$ cat src/rtl/inst_fetch_queue_pkg.sv
// Package: inst_fetch_queue_pkg
// Shared types and constants for the instruction fetch queue.
//   addr_t       64-bit program counter
//   inst_t       32-bit instruction word
//   ifq_entry_t  one queue entry {pc, inst}
//   sat_add64    saturating 64-bit add used by the optional statistics counters
//                (statistics are built only when IFQ_STAT_EN is defined)
package inst_fetch_queue_pkg;

    localparam int OPCODE_W    = 7;
    localparam int IMM_FIELD_W = 25;

    typedef logic [63:0] addr_t;
    typedef logic [31:0] inst_t;

    typedef struct packed {
        addr_t pc;
        inst_t inst;
    } ifq_entry_t;

    // Sticks at all-ones instead of wrapping.
    function automatic logic [63:0] sat_add64(input logic [63:0] a, input logic [63:0] b);
        logic [64:0] sum;
        sum = {1'b0, a} + {1'b0, b};
        return sum[64] ? '1 : sum[63:0];
    endfunction

endpackage

$ cat src/rtl/inst_fetch_queue_storage.sv
// Module: inst_fetch_queue_storage
// DEPTH x ifq_entry_t register array, one write port, one asynchronous read port.
//   clk      core clock
//   wr_en    write strobe
//   wr_addr  entry written on the rising edge when wr_en is high
//   wr_data  entry contents to write
//   rd_addr  entry to read
//   rd_data  contents of rd_addr (combinational)
// Contents are not reset; the top masks reads while the queue is empty.
module inst_fetch_queue_storage
    import inst_fetch_queue_pkg::*;
#(
    parameter  int DEPTH = 2,
    localparam int PTR_W = $clog2(DEPTH)
) (
    input  logic             clk,
    input  logic             wr_en,
    input  logic [PTR_W-1:0] wr_addr,
    input  ifq_entry_t       wr_data,
    input  logic [PTR_W-1:0] rd_addr,
    output ifq_entry_t       rd_data
);

    ifq_entry_t mem [DEPTH];

    generate
        for (genvar gi = 0; gi < DEPTH; gi++) begin : g_entry
            always_ff @(posedge clk) begin
                if (wr_en && (wr_addr == PTR_W'(gi))) begin
                    mem[gi] <= wr_data;
                end
            end
        end
    endgenerate

    assign rd_data = mem[rd_addr];

endmodule

$ cat src/rtl/inst_fetch_queue.sv
// Module: inst_fetch_queue
// Instruction buffer between fetch and decode with valid/ready on both sides
// and a flush for redirects/traps. Head instruction is also presented split
// into opcode and inst[31:7] for the immediate generator.
//   clk, rst                      clock, synchronous active-high reset
//   flush                         discard all entries and the current input
//   in_valid/in_ready/in_pc/in_inst          fetch side
//   out_valid/out_ready/out_pc/out_inst      decode side
//   out_opcode, out_imm_field     head inst[6:0], head inst[31:7]
//   out_count                     current occupancy (0..DEPTH)
// Optional (macro IFQ_STAT_EN): stat_full_cycles, stat_flushed, stat_accepted,
// saturating 64-bit counters cleared by rst.
module inst_fetch_queue
    import inst_fetch_queue_pkg::*;
#(
    parameter  int DEPTH = 2,
    localparam int PTR_W = $clog2(DEPTH)
) (
    input  logic                   clk,
    input  logic                   rst,
    input  logic                   flush,
    input  logic                   in_valid,
    output logic                   in_ready,
    input  addr_t                  in_pc,
    input  inst_t                  in_inst,
    output logic                   out_valid,
    input  logic                   out_ready,
    output addr_t                  out_pc,
    output inst_t                  out_inst,
    output logic [OPCODE_W-1:0]    out_opcode,
    output logic [IMM_FIELD_W-1:0] out_imm_field,
    output logic [PTR_W:0]         out_count
`ifdef IFQ_STAT_EN
    ,
    output logic [63:0]            stat_full_cycles,
    output logic [63:0]            stat_flushed,
    output logic [63:0]            stat_accepted
`endif
);

    logic [PTR_W-1:0] wr_ptr_reg;
    logic [PTR_W-1:0] rd_ptr_reg;
    logic [PTR_W:0]   count_reg;
    logic             full;
    logic             empty;
    logic             push;
    logic             pop;
    ifq_entry_t       wr_entry;
    ifq_entry_t       head_entry;

    assign full  = (count_reg == (PTR_W+1)'(DEPTH));
    assign empty = (count_reg == '0);

    // Ready comes only from registered state, so a full queue refuses input
    // even in a cycle where decode pops.
    assign in_ready  = !full && !flush;
    assign out_valid = !empty && !flush;
    assign push      = in_valid && in_ready;
    assign pop       = out_valid && out_ready;

    assign wr_entry.pc   = in_pc;
    assign wr_entry.inst = in_inst;

    inst_fetch_queue_storage #(
        .DEPTH (DEPTH)
    ) u_ifq_storage (
        .clk     (clk),
        .wr_en   (push),
        .wr_addr (wr_ptr_reg),
        .wr_data (wr_entry),
        .rd_addr (rd_ptr_reg),
        .rd_data (head_entry)
    );

    always_ff @(posedge clk) begin
        if (rst || flush) begin
            wr_ptr_reg <= '0;
            rd_ptr_reg <= '0;
            count_reg  <= '0;
        end else begin
            if (push) begin
                wr_ptr_reg <= wr_ptr_reg + PTR_W'(1);
            end
            if (pop) begin
                rd_ptr_reg <= rd_ptr_reg + PTR_W'(1);
            end
            case ({push, pop})
                2'b10:   count_reg <= count_reg + (PTR_W+1)'(1);
                2'b01:   count_reg <= count_reg - (PTR_W+1)'(1);
                default: count_reg <= count_reg;
            endcase
        end
    end

    // Stale storage never leaks out: an empty queue presents zeros.
    assign out_pc        = empty ? '0 : head_entry.pc;
    assign out_inst      = empty ? '0 : head_entry.inst;
    assign out_opcode    = out_inst[OPCODE_W-1:0];
    assign out_imm_field = out_inst[31:OPCODE_W];
    assign out_count     = count_reg;

`ifdef IFQ_STAT_EN
    logic [63:0] stat_full_cycles_reg;
    logic [63:0] stat_flushed_reg;
    logic [63:0] stat_accepted_reg;

    always_ff @(posedge clk) begin
        if (rst) begin
            stat_full_cycles_reg <= '0;
            stat_flushed_reg     <= '0;
            stat_accepted_reg    <= '0;
        end else begin
            if (full && in_valid) begin
                stat_full_cycles_reg <= sat_add64(stat_full_cycles_reg, 64'd1);
            end
            if (flush) begin
                stat_flushed_reg <= sat_add64(stat_flushed_reg, 64'(count_reg));
            end
            if (push) begin
                stat_accepted_reg <= sat_add64(stat_accepted_reg, 64'd1);
            end
        end
    end

    assign stat_full_cycles = stat_full_cycles_reg;
    assign stat_flushed     = stat_flushed_reg;
    assign stat_accepted    = stat_accepted_reg;
`endif

endmodule
$ cat config.mk
export PLATFORM = sky130hd
export DESIGN_NAME = inst_fetch_queue
export DESIGN_NICKNAME = d
export VERILOG_FILES = /design/src/rtl/inst_fetch_queue_pkg.sv /design/src/rtl/inst_fetch_queue_storage.sv /design/src/rtl/inst_fetch_queue.sv
export SDC_FILE = /design/constraint.sdc
export NUM_CORES = 1
export LEC_CHECK = 0
export BUFFER_PORTS_ARGS = -buffer_cell sky130_fd_sc_hd__buf_4
export CORE_MARGIN = 2
export CORE_UTILIZATION = 29
export CTS_CLUSTER_DIAMETER = 50
export CTS_CLUSTER_SIZE = 24
export DETAILED_ROUTE_END_ITERATION = 10
export SYNTH_ARGS = -nofsm -noshare
export SYNTH_HDL_FRONTEND = slang
export SYNTH_HIERARCHICAL = 1
export SYNTH_SLANG_ARGS = --single-unit
$ cat constraint.sdc
create_clock -name clk -period 8 [get_ports clk]
set_clock_uncertainty 0.05 [all_clocks]
set_input_delay 0 -clock clk [delete_from_list [all_inputs] [get_ports clk]]
set_output_delay 0 -clock clk [all_outputs]
set_load 0.05 [all_outputs]
-- After elaboration in Yosys (flattened, before gate mapping)
Memory sizes are Yosys's and may differ from the RTL's. A register that Yosys moved wholly into a read port is not among the register bits.
Index checks and enable logic that the tools add are counted.
- input bits: 101
- output and inout bits: 132
- memory bits (writable): 192
- logic and storage cells: 37
- memories: 1
- flip-flop bits (word level): 4
- add/subtract/negate cells: 4
- multiplexer cells: 12
- equality and inequality tests: 3
- bitwise logic cells: 1
- reduce and logical (&&, ||, !) cells: 13
- memory list (memory ; depth ; bits a word ; read ports ; clocked after Yosys merged registers in ; write ports ; RTL line ; source):
    u_ifq_storage.mem ; 2 ; 96 ; 1 ; 1 ; 1 ; inst_fetch_queue_storage.sv:24 ; ifq_entry_t mem [DEPTH];
- operators by type and width (cell ; count):
    $mux 96 ; 1
    $reduce_or 96->1 ; 1
    $mux 64 ; 1
    $mux 32 ; 1
    $mux 1 ; 8
    $logic_and 1x1->1 ; 6
    $eq 2x2->1 const B ; 2
    $pmux 2 s2 ; 1
    $logic_not 1->1 ; 3
    $add 1x1->1 const B ; 2
    $add 2x1->2 const B ; 1
    $eq 2x1->1 const B ; 1
    $logic_not 2->1 ; 1
    $reduce_bool 2->1 ; 1
    $sub 2x1->2 const B ; 1
    $logic_or 1x1->1 ; 1
    $not 1->1 ; 1

-- Logic depth before layout (Yosys ltp)
- depth after elaboration: 9
- gate-level depth with buffers: 8
- mapped depth without buffers: 7

-- Modules after synthesis
The synthesis kept the hierarchy.
- by module, submodules not included (module ; cells an instance ; area each (sq um) ; seq. area each (sq um) ; instances):
    inst_fetch_queue_storage ; 301 ; 7140.6 ; 5765.5 ; 1
    inst_fetch_queue ; 164 ; 1104.8 ; 80.1 ; 1

-- Least setup slack after synthesis
OpenSTA, ideal clock, no wires.
- path type: register -> register
- from: reg count_reg[0], in the netlist out_count[0]
- to: mem u_ifq_storage/mem[0][0] (netlist bit), enable pin
- data required time: 7.387 ns
- setup time: 0.563 ns
- data arrival time: 5.406 ns
- path buffers: 0
- clock period less this slack: 6.018 ns
- stages on the path, launching flop included: 4
- setup slack: 1.982 ns
- cell sequence: dfxtp_1 > nor2b_1 > nor3_1 > nor2b_1
- word-level cells in the longest chain between the ends: 9
- elaborated cells between the ends (all ways): 13
- those cells by class: 1 x eq/ne; 6 x mux; 6 x reduce/logical
- RTL lines (what ; RTL line ; source):
    start: declaration ; inst_fetch_queue.sv:43 ; logic [PTR_W:0] count_reg;
    start signal: assignment ; inst_fetch_queue.sv:88 ; 2'b10: count_reg <= count_reg + (PTR_W+1)'(1);
    start signal: assignment ; inst_fetch_queue.sv:89 ; 2'b01: count_reg <= count_reg - (PTR_W+1)'(1);
    start signal: assignment ; inst_fetch_queue.sv:90 ; default: count_reg <= count_reg;
    $eq 2x2->1 * ; inst_fetch_queue.sv:51 ; assign full = (count_reg == (PTR_W+1)'(DEPTH));
    $logic_not 1->1 * ; inst_fetch_queue.sv:56 ; assign in_ready = !full && !flush;
    $logic_and 1x1->1 * ; inst_fetch_queue.sv:56 ;
    $logic_and 1x1->1 * ; inst_fetch_queue.sv:58 ; assign push = in_valid && in_ready;
    net push ; inst_fetch_queue.sv:46 ; logic push;
    $logic_and 1x1->1 ; inst_fetch_queue_storage.sv:29 ; if (wr_en && (wr_addr == PTR_W'(gi))) begin
    $mux 1 ; inst_fetch_queue_storage.sv:29 ;
    $mux 1 (not written as such) ; inst_fetch_queue_storage.sv:30 ; mem[gi] <= wr_data;
    $reduce_or 96->1 (no source line) ; - ;
    $mux 1 (no source line) ; - ;
    end: declaration ; inst_fetch_queue_storage.sv:24 ;
The timed path passes the listed nets; every way through them passes the cells marked *.

==> metrics.csv <==
stage,metric,value,unit
synth,yosysMostFrequentCell,edfxtp_1,
pwr,ir_worst_vdd,0.000130,V
synth,yosys_register_bits,196,
routing,drt_iter0_drc,230,
floorplan,die_area,29800,sq um
floorplan,die_h,173,um
clocking,cts_resized,0,
layout,layout-drive-gt1-share,0.474,
setup_path,cp-startpoint,rd_ptr_reg$_SDFFE_PP0P_,
setup_path,cp.arrival,2.89,ns
routing,vias,4735,
synth,synthFlopType,edfxtp_1,
synth,avgSynthCellArea,17.7,sq um
setup_path,critPathKind,reg -> out,
layout,finalNetCount,871,
setup_path,required,7.95,ns
routing,wire_per_inst,14.7,um
synth,yosys.area.top_type,edfxtp_1,
clocking,htree_levels,4,
sta,post-route-period-util,0.368,
global_route,antenna_found_initial,1,
sta,min_period,2.94,ns
sta,setup_tns,0,ns
routing,drtPass1Iterations,4,
setup_path,cp-start-kind,register,
placed_design,placed_cells,1028,
placed_design,globalplace.congestion,0.691,
clocking,clock_sinks,196,
sta,rsz0062_at_grt,false,
floorplan,core,27900,sq um
setup_path,r2r_start,out_count[0]$_SDFFE_PP0P_,
min_path,min_from,out_ready,
synth,synth_cell_types,24,
synth,ys_seq_area_frac,0.709,
global_route,grt_util_all_layers,0.115,
floorplan,rows,61,
setup_path,end_kind,output port,
routing,routed_wl,17100,um
layout,largest-register,u_ifq_storage/mem,
global_route,grt_overflow,0,
synth,synth.top_cell.area_share,0.699,
synth,synth_edf_count,192,
clocking,tritoncts,yes,
floorplan,chipWidth,173,um
setup_path,cp_max_fo,53,
sta,slew_viol_final,0,
placed_design,portBuffers,232,
routing,final_antenna_net_count,0,
synth,yosys_warnings,6,
sta,slew_headroom,0.435,
routing,avgViaCountPerCell,4.08,
synth,synth_nets,567,
synth,synthTopCellsByCount,"edfxtp_1, nor2b_1, mux2_2",
flow_run,drv_cap,0,
layout,finalNonFillerCells,1161,
placed_design,place_ws,5.15,ns
synth,synthTopCellsByArea,"edfxtp_1, mux2_2, mux2_4",
clocking,cts_buffers,17,
sta,hold_violations,0,
layout,area_delta_synth_final,42.4,%
global_route,grt_max_degree,54,
clocking,cts_buffer_depth,2,
sta,worst_pin_slew,0.848,ns
synth,async_reset_ff_frac,0,
outcome,status,completed,
synth,syn-cell-area,8250,sq um
global_route,grt_pass1_wl,26900,um
pwr,leakage,4.47,nW
sta,max_freq,340,MHz
clocking,clkTransAtPathRegs,0.07,ns
routing,drc_errors,0,
clocking,clock_latency,0.42,ns
min_path,hold_class,in -> reg,
synth,postSynthCellCount,465,
global_route,first_global_vias,5019,
clocking,clockRootBuffer,clkbuf_16,
floorplan,start_util,0.296,
layout,largest_reg_flops,192,
sta,setup_violations,0,
floorplan,top_level_ports,233,
pwr,p_per_area,199,nW/um^2
placed_design,hpwlAfterDp,10400,um
sta,fin_ws,5.06,ns
==> critical path: stages, from the launching register on <==
cell and delay (ns):
dfxtp_4 0.85, buf_4 0.80, mux2_2 0.41, nor2b_1 0.15, buf_4 0.22
==> area by class of cell <==
type	count	area, sq um
Fill cell	2516	16100
Sequential cell	196	5850
Timing Repair Buffer	338	2790
Multi-Input combinational cell	214	1990
Tap cell	378	473
Clock buffer	17	425
Clock inverter	15	209
Inverter	2	7.51
Antenna cell	1	2.50
==> repair_timing <==
item / in CTS / in global routing
buffers inserted: 0 / 0
hold endpoints to repair: 196 / 0
hold buffers: 100 / 0
==> worst paths after layout <==
path                                                      endpoint  slack, ns  cells after the start
worst min register to register             wr_ptr_reg$_SDFFE_PP0P_       0.49                      2
worst min-delay path                     out_count[0]$_SDFFE_PP0P_       0.09                      5
worst max register to register  u_ifq_storage/mem[0][28]$_DFFE_PP_       5.16                      5
worst max-delay path                                 out_opcode[0]       5.06                      4
==> layer usage <==
layer	share of wire	track usage
met2	0.51	0.198
met4	0.0082	0.0363
met3	0.051	0.0336
met5	0	0
met1	0.43	0.139
==> cells by family (layout without fill, tap and decap cells) <==
logic type / Yosys count / after routing / share of synthesized area
compound gates: 5 / 5 / 0.00303
xor+xnor: 3 / 3 / 0.00319
fa+ha+maj: 1 / 1 / 0.00152
buf+inv: 55 / 372 / 0.0511
flops: 196 / 196 / 0.709
mux: 96 / 96 / 0.149
other cells: 0 / 1 / 0
simple gates: 109 / 109 / 0.0829
==> through the flow <==
| step | total power, mW | util | hold WS (ns) | area, sq um |
|---|---|---|---|---|
| after floorplan | 1.34 | - | 0.0489 | 8250 |
| after global placement | 1.42 | 0.363 | 0.135 | 10100 |
| after detailed placement | 1.42 | 0.363 | 0.138 | 10100 |
| after CTS | 2.37 | 0.421 | 0.0697 | 11700 |
| after global routing | 2.43 | 0.422 | 0.139 | 11700 |
| final | 2.33 | 0.422 | 0.0943 | 11700 |
==> layout by cell type, fill, tap and decap left out <==
master	n
nor2b_4	1
nor2b_1	91
inv_8	5
dlygate4sd3_1	100
xor2_1	2
or2_2	1
inv_6	3
and2_4	1
mux2_4	40
edfxtp_1	192
and2b_1	6
nor3_1	1
or3_1	2
xnor2_1	1
ha_1	1
clkinv_8	3
bufinv_16	2
nor2_4	1
a21oi_1	2
nor2_1	4
mux2_2	56
dfxtp_4	1
o21ai_0	3
diode_2	1
clkinv_4	2
inv_1	2
and2_1	1
buf_4	238
dfxtp_1	3
clkbuf_16	17
==> power breakdown <==
group / switching, mW / internal (mW)
clock network: 0.417 / 0.484
registers: 0.00789 / 1.16
logic: 0.141 / 0.124
Note: power is estimated with default switching activity, not from simulation.
